### src/rtl/alu_arbiter_if.sv
// alu_arbiter_if: request/response bundle between the two ALU clients and the arbiter
interface alu_arbiter_if #(parameter int WIDTH = 32);
  logic [1:0]            req_valid;
  logic [1:0]            req_ready;
  logic [1:0][WIDTH-1:0] req_a;
  logic [1:0][WIDTH-1:0] req_b;
  logic [1:0][3:0]       req_op;
  logic [1:0]            rsp_valid;
  logic [1:0]            rsp_ready;
  logic [WIDTH-1:0]      rsp_result;
  logic                  rsp_zero;
  logic                  rsp_slt;
  logic                  rsp_ult;
  modport master (
    output req_valid, req_a, req_b, req_op, rsp_ready,
    input  req_ready, rsp_valid, rsp_result, rsp_zero, rsp_slt, rsp_ult
  );
  modport slave (
    input  req_valid, req_a, req_b, req_op, rsp_ready,
    output req_ready, rsp_valid, rsp_result, rsp_zero, rsp_slt, rsp_ult
  );
endinterface

### src/rtl/alu_arbiter.sv
// alu_arbiter: shares one combinational ALU between two requesters, one transaction in flight.
// Define ALU_ARB_FIXED_PRIO_EN for fixed priority (requester 0 wins ties); default is round-robin.
module alu_arbiter #(parameter int WIDTH = 32) (
  input  logic             clk,
  input  logic             rst_n,
  alu_arbiter_if.slave     bus,
  output logic [WIDTH-1:0] alu_src_a,
  output logic [WIDTH-1:0] alu_src_b,
  output logic [3:0]       alu_ctrl,
  input  logic [WIDTH-1:0] alu_result,
  input  logic             alu_zero,
  input  logic             alu_slt,
  input  logic             alu_ult,
  output logic             busy,
  output logic             owner
);
  typedef enum logic [1:0] {IDLE, EXEC, RESP} state_t;
  state_t           state_q, state_d;
  logic [WIDTH-1:0] a_q, a_d, b_q, b_d, res_q, res_d;
  logic [3:0]       ctrl_q, ctrl_d;
  logic             owner_q, owner_d, zero_q, zero_d, slt_q, slt_d, ult_q, ult_d;
  logic [1:0]       rsp_valid_q, rsp_valid_d, grant;
  logic             win;
`ifdef ALU_ARB_FIXED_PRIO_EN
  assign win = ~bus.req_valid[0];
`else
  logic last_q, last_d;
  assign win = &bus.req_valid ? ~last_q : bus.req_valid[1];
`endif
  assign grant          = (rst_n && state_q == IDLE && |bus.req_valid) ? (2'b01 << win) : 2'b00;
  assign bus.req_ready  = grant;
  assign bus.rsp_valid  = rsp_valid_q;
  assign bus.rsp_result = res_q;
  assign bus.rsp_zero   = zero_q;
  assign bus.rsp_slt    = slt_q;
  assign bus.rsp_ult    = ult_q;
  assign alu_src_a      = a_q;
  assign alu_src_b      = b_q;
  assign alu_ctrl       = ctrl_q;
  assign owner          = owner_q;
  assign busy           = state_q != IDLE;
  // next-state: accept winner in IDLE, capture ALU outputs in EXEC, wait for handshake in RESP
  always_comb begin
    state_d     = state_q;
    a_d         = a_q;
    b_d         = b_q;
    ctrl_d      = ctrl_q;
    owner_d     = owner_q;
    res_d       = res_q;
    zero_d      = zero_q;
    slt_d       = slt_q;
    ult_d       = ult_q;
    rsp_valid_d = rsp_valid_q;
`ifndef ALU_ARB_FIXED_PRIO_EN
    last_d      = last_q;
`endif
    if (|grant) begin
      a_d     = bus.req_a[win];
      b_d     = bus.req_b[win];
      ctrl_d  = bus.req_op[win];
      owner_d = win;
      state_d = EXEC;
    end else if (state_q == EXEC) begin
      res_d       = alu_result;
      zero_d      = alu_zero;
      slt_d       = alu_slt;
      ult_d       = alu_ult;
      rsp_valid_d = 2'b01 << owner_q;
      state_d     = RESP;
    end else if (state_q == RESP && bus.rsp_ready[owner_q]) begin
      rsp_valid_d = 2'b00;
`ifndef ALU_ARB_FIXED_PRIO_EN
      last_d      = owner_q;
`endif
      state_d     = IDLE;
    end
  end
  // state and registered outputs; reset drops any in-flight operation
  always_ff @(posedge clk or negedge rst_n) begin
    if (!rst_n) begin
      state_q     <= IDLE;
      a_q         <= '0;
      b_q         <= '0;
      ctrl_q      <= '0;
      owner_q     <= 1'b0;
      res_q       <= '0;
      zero_q      <= 1'b0;
      slt_q       <= 1'b0;
      ult_q       <= 1'b0;
      rsp_valid_q <= 2'b00;
`ifndef ALU_ARB_FIXED_PRIO_EN
      last_q      <= 1'b1;
`endif
    end else begin
      state_q     <= state_d;
      a_q         <= a_d;
      b_q         <= b_d;
      ctrl_q      <= ctrl_d;
      owner_q     <= owner_d;
      res_q       <= res_d;
      zero_q      <= zero_d;
      slt_q       <= slt_d;
      ult_q       <= ult_d;
      rsp_valid_q <= rsp_valid_d;
`ifndef ALU_ARB_FIXED_PRIO_EN
      last_q      <= last_d;
`endif
    end
  end
endmodule

### src/flat_wrapper.sv
// flat-port wrapper written by rule: the top's interface ports become plain ports
module alu_arbiter_flat 
#(parameter int WIDTH = 32)
  (clk, rst_n, alu_src_a, alu_src_b, alu_ctrl, alu_result, alu_zero, alu_slt, alu_ult, busy, owner, bus_req_valid, bus_req_a, bus_req_b, bus_req_op, bus_rsp_ready, bus_req_ready, bus_rsp_valid, bus_rsp_result, bus_rsp_zero, bus_rsp_slt, bus_rsp_ult);
  alu_arbiter_if #(.WIDTH(WIDTH)) bus_i ();
  input  logic clk;
  input  logic rst_n;
  output logic [WIDTH-1:0] alu_src_a;
  output logic [WIDTH-1:0] alu_src_b;
  output logic [3:0] alu_ctrl;
  input  logic [WIDTH-1:0] alu_result;
  input  logic alu_zero;
  input  logic alu_slt;
  input  logic alu_ult;
  output logic busy;
  output logic owner;
  input wire logic [$bits(bus_i.req_valid)-1:0] bus_req_valid;
  input wire logic [$bits(bus_i.req_a)-1:0] bus_req_a;
  input wire logic [$bits(bus_i.req_b)-1:0] bus_req_b;
  input wire logic [$bits(bus_i.req_op)-1:0] bus_req_op;
  input wire logic [$bits(bus_i.rsp_ready)-1:0] bus_rsp_ready;
  output wire logic [$bits(bus_i.req_ready)-1:0] bus_req_ready;
  output wire logic [$bits(bus_i.rsp_valid)-1:0] bus_rsp_valid;
  output wire logic [$bits(bus_i.rsp_result)-1:0] bus_rsp_result;
  output wire logic [$bits(bus_i.rsp_zero)-1:0] bus_rsp_zero;
  output wire logic [$bits(bus_i.rsp_slt)-1:0] bus_rsp_slt;
  output wire logic [$bits(bus_i.rsp_ult)-1:0] bus_rsp_ult;
  assign bus_i.req_valid = bus_req_valid;
  assign bus_i.req_a = bus_req_a;
  assign bus_i.req_b = bus_req_b;
  assign bus_i.req_op = bus_req_op;
  assign bus_i.rsp_ready = bus_rsp_ready;
  assign bus_req_ready = bus_i.req_ready;
  assign bus_rsp_valid = bus_i.rsp_valid;
  assign bus_rsp_result = bus_i.rsp_result;
  assign bus_rsp_zero = bus_i.rsp_zero;
  assign bus_rsp_slt = bus_i.rsp_slt;
  assign bus_rsp_ult = bus_i.rsp_ult;
  alu_arbiter #(.WIDTH(WIDTH)) u_core (.clk(clk), .rst_n(rst_n), .bus(bus_i), .alu_src_a(alu_src_a), .alu_src_b(alu_src_b), .alu_ctrl(alu_ctrl), .alu_result(alu_result), .alu_zero(alu_zero), .alu_slt(alu_slt), .alu_ult(alu_ult), .busy(busy), .owner(owner));
endmodule
### config.mk
export PLATFORM = sky130hd
export DESIGN_NAME = alu_arbiter_flat
export DESIGN_NICKNAME = d
export VERILOG_FILES = /design/src/rtl/alu_arbiter_if.sv /design/src/rtl/alu_arbiter.sv /design/src/flat_wrapper.sv
export SDC_FILE = /design/constraint.sdc
export NUM_CORES = 1
export LEC_CHECK = 0
export CAP_MARGIN = 20
export CELL_PAD_IN_SITES_DETAIL_PLACEMENT = 0
export CELL_PAD_IN_SITES_GLOBAL_PLACEMENT = 1
export CORE_ASPECT_RATIO = 0.75
export CORE_MARGIN = 2
export CORE_UTILIZATION = 30
export CTS_CLUSTER_DIAMETER = 60
export DETAILED_ROUTE_END_ITERATION = 7
export HOLD_SLACK_MARGIN = 0.06
export PLACE_DENSITY = 0.95
export SYNTH_ARGS = -nofsm -noshare
export SYNTH_HDL_FRONTEND = slang
export SYNTH_SLANG_ARGS = --single-unit
### constraint.sdc
create_clock -name clk -period 2.9 [get_ports clk]
set_clock_uncertainty 0.15 [all_clocks]
set_input_delay 0.58 -clock clk [delete_from_list [all_inputs] [get_ports clk]]
set_output_delay 0.58 -clock clk [all_outputs]
set_load 0.01 [all_outputs]
After elaboration in Yosys (flattened, before gate mapping)
Index checks and enable logic that the tools add are counted.
{ "op_classes": {"magnitude_cmp": 2, "n_eq_ne": 2, "shift": 2, "muxes": 14, "n_bitwise": 3, "reduce_logical": 13} }
{ "ops": {"columns": ["op", "count"], "rows": [
  ["$mux W32", 4],
  ["$mux W2", 5],
  ["$mux W4", 2],
  ["$reduce_and A2 Y1", 3],
  ["$lt A1 B2 Y1 const B", 2],
  ["$reduce_bool A2 Y1", 2],
  ["$reduce_or A2 Y1", 2],
  ["$shl A1 B1 Y2 const A", 2],
  ["$logic_and A1 B1 Y1", 3],
  ["$mux W1", 3],
  ["$not A1 Y1", 3],
  ["$reduce_and A3 Y1", 1],
  ["$reduce_bool A3 Y1", 1],
  ["$eq A2 B1 Y1 const B", 1],
  ["$eq A2 B2 Y1 const B", 1],
  ["$logic_not A2 Y1", 1]
]} }
{ "word_totals": {"regBits": 109, "inputBits": 177, "out_inout_bits": 109} }

Depth between registers and ports, before layout
Gate-level depths: netlist of the first run.
{ "depth": {"depth_word": 7, "mapped_depth": 7, "mapped_depth_nobuf": 3} }

Worst setup path before layout of the first run
No wires, ideal clock.
{ "synth_timing": {"kind": "input to output", "startpoint": "input rst_n", "endpoint": "output bus_req_ready[0]", "arrival_ps": 1565, "required_time_ps": 2170, "path_slack_ps": 605, "stages": 5, "path_buffers": 3, "cell_sequence": "or3b_1 > buf_2 > buf_6 > buf_6 > nor3b_2"} }
{ "synth_between": {"elab_chain_len": 3} }
{ "synth_lines": {"columns": ["item", "line", "source"], "rows": [
  ["from (decl)", "flat_wrapper.sv:7", "input logic rst_n;"],
  ["$logic_and A1 B1 Y1 (2 in series)", "alu_arbiter.sv:30", "assign grant = (rst_n && state_q == IDLE && |bus.req_valid) ? (2'b01 << win) : 2'b00;"],
  ["$mux W2", "alu_arbiter.sv:30", null],
  ["to (decl)", "flat_wrapper.sv:22", "output wire logic [$bits(bus_i.req_ready)-1:0] bus_req_ready;"]
]} }
Every way passes these cells.

Worst setup path in the final report of the first run
{ "layout_timing": {"startpoint": "input bus_req_valid[1]", "endpoint": "output bus_req_ready[1]"} }
{ "layout_between": {"elab_chain_len": 4} }
{ "layout_lines": {"columns": ["item", "line", "source"], "rows": [
  ["from (decl)", "flat_wrapper.sv:17", "input wire logic [$bits(bus_i.req_valid)-1:0] bus_req_valid;"],
  ["$reduce_and A2 Y1", "alu_arbiter.sv:28", "assign win = &bus.req_valid ? ~last_q : bus.req_valid[1];"],
  ["$mux W1", "alu_arbiter.sv:28", null],
  ["$shl A1 B1 Y2", "alu_arbiter.sv:30", null],
  ["$mux W2 (*)", "alu_arbiter.sv:30", null]
]} }
Mark *: on every way between the ends. The rest lies on a longest branch, timed or not.

==> results.md, run 1 <==
* Status: finished, final reports clean
* Worst Setup End Kind: output port
* Crit-path cells: clkdlybuf4s50_1, buf_4, and3_2, clkdlybuf4s50_1
* Placed cell area at 0.00785 sq mm
* Sequential Area at 0.00273 sq mm
* WHS at 151 ps
* Cells after synthesis at 419
* Synthesized net count at 596
* Root buffer cell: clkbuf_16
* HP Class: in -> async
* Dominant cell type by area after synthesis: dfrtp_1
* Die height at 114 microns
* Final ANT Viol Nets at 0
* Worst-Margin Slew at 810 ps
* PD cells at 428 mW/mm^2
* Drt wl/cell at 17.7 microns
* WS Path Type: in -> out
* Area contributors post-synth: dfrtp_1, a221o_1, mux2_2
* GRT Residual Overflow at 0
* Antenna diode instance count at 0
* CTS tree: built
* Most common cell on crit path: clkdlybuf4s50_1
* Total power at 3.51 mW
* Global-route wire length before repair at 24500 microns
* Drt total wl at 15900 microns
* Worst setup startpoint: bus_req_valid[1]
* Footprint of the multi-input gates at 0.00190 sq mm
* Die width at 150 microns
* Number of global-route vias before repair at 4646
* Starting DRC count in detailed routing at 255
* Slew Limit Fails at 0
* CTS max path bufs at 2
* FF-to-FF Start: u_core.state_q[0]$_DFFE_PN0P_
* Number of post-CTS setup repair buffers at 0
* Final Hold Viols at 0
* Via count at 4568
* Drt drc at 0
* Maximum vdd drop at 289 uV
* Setup TNS at 0 ps
* Rel. slew slack at 46.0%
* Avg Vias per Cell at 5.07
* Async S/R FF share, synth at 100%
* Clock transition at path regs at 70 ps
* Crit path arrival time at 1930 ps
* Reg2reg end: u_core.alu_src_a[16]$_DFFE_PN0P_
* Largest stage delay, worst path at 560 ps
* Max Cap Viol at 0
* Path depth of the worst reg2reg path at 4
* Final nets at 863
* Fraction of layout cells with a size suffix above 1 at 11.7%
* Hpwl dp at 11400 microns
* Placer Congestion at 0.747
* Final core occ at 51.7%
* Rows at 40
* Synthesized cell area at 0.00482 sq mm
* Top post-synthesis cells by count: dfrtp_1, nand2_1, a221o_1, nor3_1, mux2_2
* Initial antenna violation count at 0
* Yosys top cell area share at 56.0%
* Most common cell in the synthesized netlist: dfrtp_1
* Seq/Total Area, Yosys at 56.6%
* Final period utilization at 91.8%
* DR pass1 iterations at 5
* Slowest CP cell: clkdlybuf4s50_1
* Avg Cell Area, Syn at 11.5 sq um
* Final Instance Area at 0.00821 sq mm
* Number of synthesized register bits at 109
* Setup-failing EPs final at 0
* Leakage Power at 3.47 nW
* Post-synth cell types at 28
* Worst skew pair latency at 340 ps
* Maximum clock frequency at 376 MHz
* H-tree lvl count at 3
* Total global-route track usage at 18.3%
* Largest net degree at the start of global routing at 69
* Fillcell total at 1400
* TritonCTS buffer count at 9
* Prevailing post-synth register cell: dfrtp_1
* RSZ-0062 raised after global routing: no
* Total clock sinks at 109
* Worst R2R Setup Slack at 770 ps
* YS warnings at 0
* Req. time, crit path at 2170 ps
* I/O pin total at 286
* Layout area overhead at 70.1%
* Min Tclk post-route at 2660 ps
* Core area at 0.0159 sq mm
* Initial Util at 30.4%
* Port bufs at 285
* Critical path peak fanout at 2
* Post-synth EDFFs at 0
* Area of the die at 0.0171 sq mm
* Critical Path Start Type: primary input
## worst max path at each step
stage / slack, ps / to / depth (start not counted)
final: 240 / bus_req_ready[1] / 4
after global routing: 180 / bus_req_ready[1] / 3
after CTS: 10 / bus_req_ready[0] / 3
after detailed placement: 120 / bus_req_ready[1] / 5
after global placement: 160 / bus_req_ready[1] / 5
after floorplan: 600 / bus_req_ready[0] / 5
## final cells by class
class,count,share of cell area (%)
Clock buffer,11,3.08
Timing Repair Buffer,299,36.2
Clock inverter,5,1.01
Inverter,3,0.137
Tap cell,210,3.20
Multi-Input combinational cell,264,23.1
Sequential cell,109,33.3
## critical path: cells and delay by family
family	cells	cell delay [ps]
buffers and inverters	3	1170
and+or+nand+nor	1	180
## cells in the final DEF, fill, tap and decap left out, drive strengths merged, types with 3 or more instances in the layout
master	instances
nand2	70
clkdlybuf4s50	282
a221o	68
dfrtp	108
clkbuf	11
inv	3
nor2b	4
buf	14
a21oi	5
clkinv	3
mux2	35
nor3	68
## sequential cells by signal (all words and copies together) (netlist names)
register and flops:
u_core.state_q 2, u_core.bus.rsp_result 32, u_core.alu_ctrl 4, u_core.bus.rsp_ult 1, u_core.owner 1, u_core.last_q 1, u_core.alu_src_b 32, u_core.bus.rsp_zero 1
u_core.bus.rsp_slt 1, u_core.bus.rsp_valid 2, u_core.alu_src_a 32
## what timing repair did
item | in CTS | in global routing
gates resized for setup | 0 | 1
hold endpoints to repair | 10 | 0
endpoints found under the setup margin | 0 | 1
hold buffers | 2 | 0
## report_power, final
part | switching (mW) | total, mW | internal [mW]
Combinational | 0.184 | 0.545 | 0.362
Clock | 0.548 | 1.35 | 0.806
Sequential | 0.0359 | 1.61 | 1.58
## layer usage
metal	GRT usage (%)	vias to the layer above	share of wire, %
li1	-	2099	-
met5	0	-	0
met4	6.16	0	2.4
met1	23.6	2259	43
met2	30.5	181	48
met3	3.80	29	6.1
## stage by stage
step,worst slack [ps],std cells
final,239,901
after global routing,175,901
after CTS,14.3,901
after detailed placement,119,883
after global placement,159,883
after floorplan,605,419
## logic make-up (layout without fill, tap and decap cells)
group	count (synthesis)	in the layout	share of synthesized area (%)
AO/OA/AOI/OAI	79	79	15.5
buffers and inverters	46	318	4.57
flip-flops	109	109	56.6
multiplexers	35	35	8.17
AND/OR/NAND/NOR	150	150	15.2
Power figures use the tool's default switching activity.
==> inputs of run 2 (changes only) <==
--- a/config.mk
+++ b/config.mk
@@ -15,6 +15,7 @@
 export DETAILED_ROUTE_END_ITERATION = 7
 export HOLD_SLACK_MARGIN = 0.06
 export PLACE_DENSITY = 0.95
+export SETUP_SLACK_MARGIN = 0.5
 export SYNTH_ARGS = -nofsm -noshare
 export SYNTH_HDL_FRONTEND = slang
 export SYNTH_SLANG_ARGS = --single-unit
==> run 2 against run 1 <==
Net effect:
- sequential share of layout area fell by 0.076 points
- total power rose by 0.16%
- largest cell class unchanged
- highest routed layer unchanged
- setup slack improved by 340 ps
- critical endpoint is now bus_req_ready[0]
==> results.md, run 2 (same netlist as run 1, synthesis figures left out) <==
* Fraction of layout cells with a size suffix above 1 at 12.8% (+1.1 points)
* Total global-route track usage at 18.2% (-0.026 points)
* Initial Util at 30.4% (unchanged)
* Clk pwr share at 38.7% (about the same)
* DR pass1 iterations at 5 (unchanged)
* Internal at 2.74 mW (about the same)
* Crit path arrival time at 1600 ps (-330 ps)
* CTS max path bufs at 2 (unchanged)
* Path depth of the worst reg2reg path at 5 (+1)
* Min Tclk post-route at 2330 ps (-335 ps)
* Clock transition at path regs at 70 ps (about the same)
* Final core occ at 51.9% (+0.17 points)
* Largest net degree at the start of global routing at 69 (unchanged)
* Maximum clock frequency at 430 MHz (+14%)
* Req. time, crit path at 2170 ps (about the same)
* Final Hold Viols at 0 (unchanged)
* Leakage Power at 3.48 nW (about the same)
* Number of global-route vias before repair at 4639 (-0.15%)
* Placer Congestion at 0.747 (unchanged)
* Worst skew pair latency at 350 ps (about the same)
* HP Class: in -> async
* Drt total wl at 16000 microns (+0.65%)
* Total power at 3.52 mW (+0.16%)
* Final period utilization at 80.2% (-12 points)
* Total clock sinks at 109 (unchanged)
* Psw at 0.774 mW (+0.77%)
* Maximum vdd drop at 289 uV (about the same)
* Slew Limit Fails at 0 (unchanged)
* Worst-Margin Slew at 825 ps (+15.0 ps)
* Setup TNS at 0 ps (unchanged)
* WHS at 129 ps (-22.6 ps)
* Worst R2R Setup Slack at 740 ps (-30 ps)
* Critical path peak fanout at 4 (+2)
* Pre-CTS setup slack at 119 ps (unchanged)
* Antenna diode instance count at 0 (unchanged)
* Commonest non-fill, non-tap cell in the layout: clkdlybuf4s50_1
* Setup-failing EPs final at 0 (unchanged)
* Power share of the sequential group at 45.8% (about the same)
* Hpwl dp at 11400 microns (unchanged)
* RSZ-0062 raised after global routing: no
* Combinational Power Share at 15.5% (about the same)
* Starting DRC count in detailed routing at 240 (-5.9%)
* Via count at 4573 (+0.11%)
* Port bufs at 285 (unchanged)
* Area of the die at 0.0171 sq mm (unchanged)
* WS Path Type: reg -> out
* PnR worst setup slack at 574 ps (+335 ps)
* Rel. slew slack at 45.0% (-1.0 points)
* Critical Path End: bus_req_ready[0]
* Max Cap Viol at 0 (unchanged)
* Final nets at 865 (+0.23%)
* Avg Vias per Cell at 5.06 (-0.11%)
* Sw frac at 22.0% (+0.13 points)
* FF-to-FF Start: u_core.state_q[0]$_DFFE_PN0P_
* Die width at 150 microns (unchanged)
* Global-route wire length before repair at 24500 microns (-0.14%)
* Die height at 114 microns (unchanged)
* I/O pin total at 286 (unchanged)
* Worst setup startpoint: u_core.state_q[0]$_DFFE_PN0P_
* Status: finished, final reports clean
* Worst Setup End Kind: output port
* Final ANT Viol Nets at 0 (unchanged)
* Initial antenna violation count at 0 (unchanged)
* Root buffer cell: clkbuf_16
* Critical Path Start Type: flip-flop
* Drt wl/cell at 17.7 microns (+0.43%)
* H-tree lvl count at 3 (unchanged)
* Core area at 0.0159 sq mm (unchanged)
* Most frequent cells in the layout: clkdlybuf4s50_1, dfrtp_1, nand2_1
* PD cells at 427 mW/mm^2 (-0.16%)
* GRT Residual Overflow at 0 (unchanged)
* Rows at 40 (unchanged)
* CTS tree: built
* Reg2reg end: u_core.alu_src_a[16]$_DFFE_PN0P_
* Drt drc at 0 (unchanged)
* Layout area overhead at 70.7%
* TritonCTS buffer count at 9 (unchanged)
[run 2: how the worst min path moves through the flow]
stage	start	endpoint	slack, ps
2_1_floorplan	rst_n	u_core.alu_ctrl[0]$_DFFE_PN0P_	130
3_3_place_gp	u_core.bus.rsp_result[18]$_DFFE_PN0P_	u_core.bus.rsp_result[18]$_DFFE_PN0P_	340
3_5_place_dp	u_core.bus.rsp_result[19]$_DFFE_PN0P_	u_core.bus.rsp_result[19]$_DFFE_PN0P_	340
4_1_cts	rst_n	u_core.last_q$_DFFE_PN1P_	120
5_1_grt	rst_n	u_core.last_q$_DFFE_PN1P_	110
6_report	rst_n	u_core.last_q$_DFFE_PN1P_	130
[run 2: routing by layer]
metal | share of wire (%) | routed length, microns | vias up | GRT usage, %
li1 | - | - | 2103 | -
met1 | 43 | 6930 | 2267 | 23.6
met2 | 48 | 7740 | 175 | 30.4
met3 | 6.1 | 972 | 28 | 3.80
met4 | 2.3 | 376 | 0 | 6.16
met5 | 0 | 0 | - | 0
[run 2: timing repair]
item,CTS,global route
resized for setup,4,8
cloned,0,0
hold endpoints to repair,15,0
setup buffers,0,3
hold buffers,1,0
setup endpoints to repair,2,2
pin swaps,0,1
[run 2: worst max-delay path: stages (launching register included)]
cell     delay, ps
dfrtp_2        440
or3b_4         410
nor3b_2        210
buf_2          180
[run 2: power groups by stage]
stage / Combinational [mW] / Clock (mW) / Sequential, mW
after detailed placement: 0.546 / 0 / 1.64
after global routing: 0.585 / 1.45 / 1.62
after floorplan: 0.105 / 0 / 1.66
after global placement: 0.538 / 0 / 1.64
after CTS: 0.551 / 1.40 / 1.61
final: 0.546 / 1.36 / 1.61
[run 2: layout make-up]
| cell class | instances | area, sq um |
|---|---|---|
| flip-flops and latches | 109 | 2730 |
| clock inverters | 5 | 82.6 |
| multi-input cells | 264 | 1900 |
| clock buffers | 11 | 253 |
| well taps | 210 | 263 |
| inverters | 3 | 11.3 |
| repair buffers | 301 | 2990 |
| fillers | 1399 | 7630 |
[run 2: stage by stage]
stage / std cells / instance area, sq um
3_5_place_dp: 883 / 7850
3_3_place_gp: 883 / 7850
6_report: 903 / 8230
4_1_cts: 900 / 8200
2_1_floorplan: 419 / 4820
5_1_grt: 903 / 8230
